==> src/rtl/psg_stereo_pkg.sv <==
// Shared definitions for the stereo PSG: register map, noise rates and
// the attenuation-to-level table.
package psg_stereo_pkg;

  // Register addressed by the latch byte bits [6:4].
  typedef enum logic [2:0] {
    REG_T1_FREQ     = 3'd0,
    REG_T1_ATTEN    = 3'd1,
    REG_T2_FREQ     = 3'd2,
    REG_T2_ATTEN    = 3'd3,
    REG_T3_FREQ     = 3'd4,
    REG_T3_ATTEN    = 3'd5,
    REG_NOISE_CTRL  = 3'd6,
    REG_NOISE_ATTEN = 3'd7
  } psg_reg_e;

  // Noise rate selector values (noise ctrl bits [1:0]).
  localparam logic [1:0] NOISE_RATE_16 = 2'd0;
  localparam logic [1:0] NOISE_RATE_32 = 2'd1;
  localparam logic [1:0] NOISE_RATE_64 = 2'd2;
  localparam logic [1:0] NOISE_RATE_T3 = 2'd3;

  // Attenuation (0 = loudest, 15 = off) to 10-bit level.
  function automatic logic [9:0] vol_lut(input logic [3:0] atten);
    logic [9:0] lvl;
    case (atten)
      4'd0:    lvl = 10'd1023;
      4'd1:    lvl = 10'd813;
      4'd2:    lvl = 10'd646;
      4'd3:    lvl = 10'd513;
      4'd4:    lvl = 10'd407;
      4'd5:    lvl = 10'd323;
      4'd6:    lvl = 10'd257;
      4'd7:    lvl = 10'd205;
      4'd8:    lvl = 10'd162;
      4'd9:    lvl = 10'd128;
      4'd10:   lvl = 10'd102;
      4'd11:   lvl = 10'd81;
      4'd12:   lvl = 10'd64;
      4'd13:   lvl = 10'd51;
      4'd14:   lvl = 10'd40;
      default: lvl = 10'd0;
    endcase
    return lvl;
  endfunction

  // Reload value of the noise counter for a given rate selector.
  function automatic logic [9:0] noise_period(input logic [1:0] rate,
                                              input logic [9:0] t3_freq);
    logic [9:0] per;
    case (rate)
      NOISE_RATE_16: per = 10'h010;
      NOISE_RATE_32: per = 10'h020;
      NOISE_RATE_64: per = 10'h040;
      default:       per = t3_freq;
    endcase
    return per;
  endfunction

endpackage

==> src/rtl/psg_stereo_tone_gen.sv <==
// One PSG period counter: 10-bit down counter with a toggling output.
// reload pulses on the tick where the counter wraps, which the noise
// channel uses as its shift strobe.
module psg_tone_gen (
  input  logic       clk,
  input  logic       reset,
  input  logic       tick,
  input  logic [9:0] freq,
  output logic       out,
  output logic       reload
);

  logic [9:0] count;

  assign reload = tick && (count == 10'd0);

  // Count down per tick; on wrap reload from freq and flip the output.
  // freq 0 and 1 both reload to 0 so that either toggles every tick.
  always_ff @(posedge clk) begin
    if (reset) begin
      count <= 10'd0;
      out   <= 1'b0;
    end else if (tick) begin
      if (count == 10'd0) begin
        count <= (freq <= 10'd1) ? 10'd0 : freq;
        out   <= ~out;
      end else begin
        count <= count - 10'd1;
      end
    end
  end

endmodule

==> src/rtl/psg_stereo.sv <==
// SN76489-compatible PSG with Game Gear stereo panning: three tone
// channels, one LFSR noise channel, left/right 16-bit mixes.
module psg_stereo
  import psg_stereo_pkg::*;
#(
  parameter int                CLK_DIV       = 256,
  parameter int                LFSR_W        = 16,
  parameter logic [LFSR_W-1:0] NOISE_SEED    = 16'h4000,
  parameter logic [LFSR_W-1:0] NOISE_MASK    = 16'hF037,
  parameter logic [LFSR_W-1:0] PERIODIC_MASK = 16'h8000
) (
  input  logic        clk,
  input  logic        reset,
  input  logic [7:0]  wrdata,
  input  logic        wren,
  input  logic        stereo_wren,
  output logic [15:0] sample_l,
  output logic [15:0] sample_r,
  output logic        sample_valid
);

  localparam int DIV_W = $clog2(CLK_DIV);

  logic [DIV_W-1:0]  div_cnt;
  logic              tick;
  logic [9:0]        freq [3];
  logic [3:0]        atten [4];
  logic [2:0]        noise_ctrl;
  logic [2:0]        latch_idx;
  logic [7:0]        stereo;
  logic [2:0]        wr_idx;
  logic              noise_ctrl_wr;
  logic [LFSR_W-1:0] lfsr;
  logic              noise_out;
  logic [9:0]        noise_freq;
  logic              noise_reload;
  logic              noise_tog_unused;
  logic [2:0]        tone_out;
  logic [2:0]        tone_reload_unused;
  logic [3:0]        chan_on;
  logic [11:0]       mix_l;
  logic [11:0]       mix_r;
  logic              vld_p0;

  assign tick          = (div_cnt == DIV_W'(CLK_DIV - 1));
  assign wr_idx        = wrdata[7] ? wrdata[6:4] : latch_idx;
  assign noise_ctrl_wr = wren && (wr_idx == REG_NOISE_CTRL);
  assign noise_freq    = noise_period(noise_ctrl[1:0], freq[2]);
  assign chan_on       = {noise_out, tone_out};

  // Generator tick divider: counts 0..CLK_DIV-1, tick on the last count.
  always_ff @(posedge clk) begin
    if (reset) div_cnt <= '0;
    else       div_cnt <= tick ? '0 : div_cnt + 1'b1;
  end

  // Write decoder for the latch/data byte protocol and the stereo register.
  always_ff @(posedge clk) begin
    if (reset) begin
      for (int i = 0; i < 3; i++) freq[i] <= 10'd0;
      for (int i = 0; i < 4; i++) atten[i] <= 4'hF;
      noise_ctrl <= 3'd0;
      latch_idx  <= 3'd0;
      stereo     <= 8'hFF;
    end else begin
      if (stereo_wren) stereo <= wrdata;
      if (wren) begin
        if (wrdata[7]) latch_idx <= wrdata[6:4];
        case (wr_idx)
          REG_T1_FREQ, REG_T2_FREQ, REG_T3_FREQ: begin
            if (wrdata[7]) freq[wr_idx[2:1]][3:0] <= wrdata[3:0];
            else           freq[wr_idx[2:1]][9:4] <= wrdata[5:0];
          end
          REG_T1_ATTEN, REG_T2_ATTEN, REG_T3_ATTEN, REG_NOISE_ATTEN:
            atten[wr_idx[2:1]] <= wrdata[3:0];
          REG_NOISE_CTRL:
            noise_ctrl <= wrdata[2:0];
          default: ;
        endcase
      end
    end
  end

  for (genvar g = 0; g < 3; g++) begin : g_tone
    psg_tone_gen u_tone (
      .clk    (clk),
      .reset  (reset),
      .tick   (tick),
      .freq   (freq[g]),
      .out    (tone_out[g]),
      .reload (tone_reload_unused[g])
    );
  end

  psg_tone_gen u_noise_cnt (
    .clk    (clk),
    .reset  (reset),
    .tick   (tick),
    .freq   (noise_freq),
    .out    (noise_tog_unused),
    .reload (noise_reload)
  );

  // Noise LFSR: shifts on each noise counter reload; a ctrl write reseeds
  // it and wins over a shift landing on the same edge.
  always_ff @(posedge clk) begin
    if (reset) begin
      lfsr      <= NOISE_SEED;
      noise_out <= 1'b0;
    end else begin
      if (noise_reload) begin
        noise_out <= lfsr[0];
        lfsr      <= (lfsr >> 1) ^
                     (lfsr[0] ? (noise_ctrl[2] ? NOISE_MASK : PERIODIC_MASK)
                              : '0);
      end
      if (noise_ctrl_wr) lfsr <= NOISE_SEED;
    end
  end

  // Per-side sum of enabled channel levels (bit order: T1, T2, T3, noise).
  always_comb begin
    mix_l = 12'd0;
    mix_r = 12'd0;
    for (int i = 0; i < 4; i++) begin
      if (chan_on[i] && stereo[i + 4]) mix_l = mix_l + {2'b00, vol_lut(atten[i])};
      if (chan_on[i] && stereo[i])     mix_r = mix_r + {2'b00, vol_lut(atten[i])};
    end
  end

  // Stage p0: tick delayed one edge so the mix sees the updated outputs.
  // Stage p1: registered mix and valid strobe.
  always_ff @(posedge clk) begin
    if (reset) begin
      vld_p0       <= 1'b0;
      sample_valid <= 1'b0;
      sample_l     <= 16'd0;
      sample_r     <= 16'd0;
    end else begin
      vld_p0       <= tick;
      sample_valid <= vld_p0;
      if (vld_p0) begin
        sample_l <= {mix_l, 4'b0000};
        sample_r <= {mix_r, 4'b0000};
      end
    end
  end

endmodule

==> config.mk <==
export PLATFORM = sky130hd
export DESIGN_NAME = psg_stereo
export DESIGN_NICKNAME = d
export VERILOG_FILES = /design/src/rtl/psg_stereo_pkg.sv /design/src/rtl/psg_stereo_tone_gen.sv /design/src/rtl/psg_stereo.sv
export SDC_FILE = /design/constraint.sdc
export NUM_CORES = 1
export LEC_CHECK = 0
export ABC_AREA = 1
export CORE_MARGIN = 1.5
export CORE_UTILIZATION = 50
export CTS_BUF_LIST = sky130_fd_sc_hd__clkbuf_8 sky130_fd_sc_hd__clkbuf_16
export DETAILED_ROUTE_END_ITERATION = 8
export GPL_TIMING_DRIVEN = 0
export PLACE_DENSITY = 0.78
export SYNTH_ARGS = -nofsm -noshare
export SYNTH_HDL_FRONTEND = slang
export SYNTH_SLANG_ARGS = --single-unit
==> constraint.sdc <==
create_clock -name clk -period 4.63 [get_ports clk]
set_input_delay 0.6945 -clock clk [delete_from_list [all_inputs] [get_ports clk]]
set_output_delay 0.6945 -clock clk [all_outputs]
set_load 0.005 [all_outputs]
# Yosys cells after proc, flatten, opt, wreduce, memory -nomap -nowiden
# Memories as Yosys holds them, arrays and structs flattened.
# Cells that the tools add are included.
classes:
  n_addsub: 11
  order_cmp: 4
  n_eq_ne: 10
  muxes: 48
  n_bitwise: 4
  n_reduce_logical: 26
ops:
  columns: ["op", "n"]
  rows:
  - ["$mux 10", 17]
  - ["$add 12x10->12", 6]
  - ["$mux 12", 6]
  - ["$le 10x1->1 const B", 4]
  - ["$logic_not 10->1", 4]
  - ["$sub 10x1->10 const B", 4]
  - ["$pmux 10 s3", 1]
  - ["$mux 1", 17]
  - ["$mux 16", 1]
  - ["$xor 15x16->16", 1]
  - ["$mux 15", 1]
  - ["$eq 3x3->1 const B", 4]
  - ["$logic_and 1x1->1", 10]
  - ["$reduce_or 10->1", 1]
  - ["$add 8x1->8 const B", 1]
  - ["$eq 8x8->1 const B", 1]
  - ["$reduce_and 2->1", 4]
  - ["$reduce_or 4->1", 2]
  - ["$eq 3x2->1 const B", 2]
  - ["$mux 2", 3]
  - ["$mux 4", 1]
  - ["$reduce_or 2->1", 2]
  - ["$eq 3x1->1 const B", 1]
  - ["$logic_not 3->1", 1]
  - ["6 further kinds", 8]
totals:
  regBits: 108
  mem_bits_rw: 46
  rom_bits: 1280
  input_bits: 12
  out_inout_bits: 33
  wordCells: 130
  mem_count: 10
memory_table:
  columns: ["name", "depth", "word_bits", "rd", "rd_clocked_by_memory_dff", "write_ports", "line", "text"]
  rows:
  - ["(no name shown)", 16, 10, 1, 0, 0, "psg_stereo_pkg.sv:26", "case (atten)"]
  - ["(no name shown)", 16, 10, 1, 0, 0, "psg_stereo_pkg.sv:26", null]
  - ["(no name shown)", 16, 10, 1, 0, 0, "psg_stereo_pkg.sv:26", null]
  - ["(no name shown)", 16, 10, 1, 0, 0, "psg_stereo_pkg.sv:26", null]
  - ["(no name shown)", 16, 10, 1, 0, 0, "psg_stereo_pkg.sv:26", null]
  - ["(no name shown)", 16, 10, 1, 0, 0, "psg_stereo_pkg.sv:26", null]
  - ["+4 memories", null, null, null, null, null, null, null]

# Depth between registers and ports, before layout
logic_depth:
  word_depth: 9
  mapped_depth: 42
  mapped_depth_nobuf: 42

# Cells and area by module
# A second synthesis with hierarchy kept.
hier_totals:
  hier_cells: 1965
  area_unflattened_um2: 12391.9
by_module_without_submodules:
  columns: ["module", "n_inst", "cells_each", "area_each_um2", "seq_area_each_um2"]
  rows:
  - ["psg_stereo", 1, 1466, 9370.2, 2682.6]
  - ["psg_tone_gen at g_tone[0].u_tone ...", 3, 126, 750.7, 220.2]
  - ["psg_tone_gen at u_noise_cnt", 1, 121, 769.5, 220.2]

# Least setup slack after synthesis
# Ideal clock, no wire load.
synth_timing:
  path_kind: "register to register"
  start: "mem atten[1][0]"
  end: "reg sample_r[15]"
  setup_time_ns: 0.117
  arrival_time_ns: 4.343
  t_required_ns: 4.513
  slack_ns: 0.170
  path_stages_with_launch: 39
  path_buffers: 0
  period_less_slack_ns: 4.460
  cell_sequence: "edfxtp_1 -> inv_1 -> ha_1 -> nor2_1 -> inv_1 -> nor2_1 -> inv_1 -> a32oi_1 -> inv_1 -> ha_1 -> nand3_1 -> nand3_1 -> nand2_1 -> nand3b_1 -> nand2_1 -> nand2_1 -> nand2_1 -> inv_1 -> (+3 left out) -> nor2_1 -> nand2_1 -> xor2_1 -> nand2_1 -> nand2_1 -> inv_1 -> ha_1 -> nand2_1 -> nor2_1 -> nand3_1 -> nand3_1 -> nand2_1 -> nand2_1 -> nand4_1 -> nand2_1 -> nand2_1 -> nor2_1 -> nor2_1"
synth_rtl:
  columns: ["element", "line", "text"]
  rows:
  - ["start, declared", "psg_stereo.sv:27", "logic [3:0] atten [4];"]
  - ["end signal, assigned", "psg_stereo.sv:144", "sample_r <= {mix_r, 4'b0000};"]
  - ["end, declared", "psg_stereo.sv:18", "output logic [15:0] sample_r,"]

==> run summary <==
max-cap violation count: 0
DR top layer: met4
Comb pwr share: 7.9%
Worst Path Required: 4.99 ns
Slew headroom: 42.5%
Clock Skews: 0.0127 ns
CP Max Fanout: 4
Max Freq: 0.208 GHz
initial antenna violation count: 0
H-tree depth: 4
Via density: 5.58
most frequent cells in the layout: nand2_1 (417), inv_1 (217), nor2_1 (198), dfxtp_1 (108), o21ai_0 (89)
hold crit path type: flop to flop
Static Leak: 7.00 nW
Final Critical Period: 4.81 ns
Antenna Nets Post-Route: 0
DR DRC count: 1
share of post-route cells with drive strength above 1: 20.3%
final setup fails: 7
Detailed Place HPWL: 24.4 mm
Yosys cell types: 54
CTS buffer count: 17
Skew-Pair Late Insertion Delay: 0.44 ns
Port Buffer Count: 35
Critical Path End Type: flop
met2 WL post-DR: 17.2 mm
failing checks: design-rule violations, negative setup slack
Starting Density: 51.6%
Tot GR Track Use: 27.3%
maximum clock path buffer count: 2
Cells after Synth: 1791
Final Slew Violations: 0
Mean Syn Cell Area: 6.58 sq um
post-layout util: 65.1%
CTS Sinks: 154
DIE AREA: 24500 sq um
setup ws final: -0.176 ns
worst-margin pin slew: 0.853 ns
startpoint types: flop
warnings from Yosys: 0
chip width: 156 um
Vias: 12517
Pre-Repair DR Iteration Count: 8
worst vdd ir: 238 uV
critical path data arrival time: 5.17 ns
DR WL/cell: 15.9 um
final wirelength: 35.6 mm
first-pass GRT wire length: 53.5 mm
violation count after the first detailed-route iteration: 1296
hold path depth: 2
ant diodes: 0
Top Ports: 45
largest net degree at the start of global routing: 19
CTS tree: yes
vias in the first global route: 11373
total negative slack: -0.648 ns
Met1 Wirelength: 14.5 mm
Int Pwr: 2.22 mW
row cnt: 55
GR Overflow Total: 0
Crit-path slowest cell: edfxtp_1
clock slew at reported path FFs: 0.07 ns
Layout area overhead: 26.2%
Worst Setup Path Type: flop to flop
root buffer cell: clkbuf_16
Die Ht: 156 um
Routability Congestion: 0.954
Cell Area, Synth: 11800 sq um
final critical-path share of the clock period: 104%
Flop pwr share: 46.6%
Psw: 0.844 mW
met3 routed wirelength: 2.18 mm
FF+latch count, synth: 154
path depth of the worst reg2reg path: 35
final number of hold-violating endpoints: 0
Sw Ratio: 27.5%
clock group share of total power: 45.5%
Final #Nets: 2022
status: finished with violations
PwrDens: 206 nW/um^2
Core Region: 22800 sq um
register area share after synthesis: 30.1%
Max stage delay on crit path: 0.47 ns
most common cell after layout, fill and taps aside: nand2_1
RSZ-0062 raised after global routing: true
cell families (layout without fill, tap and decap cells):
kind of cell,count (synthesis),in the layout,synth area share (%)
flops,154,154,30.1
buf+inv,310,443,10.6
fa+ha+maj,92,92,10.2
mux,2,2,0.170
xor+xnor,48,48,3.57
other cells,1,8,0.0318
compound gates,314,314,14.7
simple gates,870,870,30.7
sequential cells by signal (all words and copies together) (netlist names), 8 cells and up:
register             cells
freq                    30
g_tone.u_tone.count     30
atten                   16
lfsr                    16
sample_l                12
sample_r                12
u_noise_cnt.count       10
div_cnt                  8
stereo                   8
stage by stage:
stage	instance area, sq um	worst slack [ns]	total power [mW]	hold WS (ns)	cells
after floorplan	11800	0.170	1.58	0.429	1798
after global placement	12500	-0.755	1.64	0.435	2146
after detailed placement	12500	-0.861	1.64	0.449	2146
after CTS	13900	-0.0262	3.04	0.460	2208
after global routing	14900	-0.423	3.15	0.479	2244
final	14900	-0.176	3.07	0.458	2244
cell usage after synthesis (all sizes together):
cell type	n	area [sq um]
a21oi	110	551
conb	1	3.75
nor2	227	910
or2	4	25.0
nand4	15	93.8
buf	23	159
nor3b	1	7.51
dfxtp	108	2160
o31ai	2	15.0
nor3	17	101
edfxtp	46	1380
a21boi	2	15.0
a211oi	7	57.6
o21bai	9	67.6
clkinv	6	22.5
xor2	30	263
o221ai	1	8.76
and3	3	18.8
clkbuf	24	91.3
nand2	493	1870
a32oi	2	17.5
o22ai	25	156
o211ai	14	110
fa	6	120
o21ai	129	649
ha	86	1080
nand3b	10	75.1
mux2i	2	20.0
a31oi	9	56.3
nand3	95	480
a21o	4	30.0
xnor2	18	158
nor4	5	37.5
inv	257	972
power by group through the flow:
stage | combinational (mW) | sequential (mW) | clock [mW]
2_1_floorplan | 0.130 | 1.45 | 0
3_3_place_gp | 0.181 | 1.46 | 0
3_5_place_dp | 0.186 | 1.46 | 0
4_1_cts | 0.208 | 1.43 | 1.40
5_1_grt | 0.262 | 1.43 | 1.46
6_report | 0.242 | 1.43 | 1.39
final timing paths:
| kind | slack [ns] | from | end |
|---|---|---|---|
| max | -0.18 | atten[1][0]$_SDFFCE_PN1P_ | sample_r[14]$_SDFFE_PP0P_ |
| min reg2reg | 0.46 | lfsr[11]$_SDFFE_PP0P_ | lfsr[11]$_SDFFE_PP0P_ |
| max reg2reg | -0.18 | atten[1][0]$_SDFFCE_PN1P_ | sample_r[14]$_SDFFE_PP0P_ |
| min | 0.46 | lfsr[11]$_SDFFE_PP0P_ | lfsr[11]$_SDFFE_PP0P_ |
layout make-up:
class,count,area [sq um]
plain buffers,46,246
clock buffers,17,425
clock inverters,15,175
fillers,1875,7980
inverters,263,1000
multi-input cells,1334,8210
flip-flops and latches,154,3540
well taps,313,392
repair buffers,102,872
worst max-delay path, delay by kind of cell, from the launching register on:
family / cells / cell delay (ns)
AND/OR/NAND/NOR: 18 / 1.61
adder cells (fa/ha/maj): 5 / 1.31
AO/OA/AOI/OAI: 5 / 0.71
buffers and inverters: 7 / 0.65
flip-flops: 1 / 0.47
timing repair:
action,4_1_cts,5_1_grt
hold buffers,0,0
resized for setup,129,193
setup buffers,31,36
pin swaps,53,100
endpoints found under the hold margin,0,0
setup endpoints to repair,18,16
layer usage:
layer  up-vias  GRT usage (%)
met5         -              0
met4         0           14.5
met3       143           3.18
met2       568           47.5
met1      5754           33.0
li1       6052              -
No activity file was read; power rests on OpenSTA's default activity.
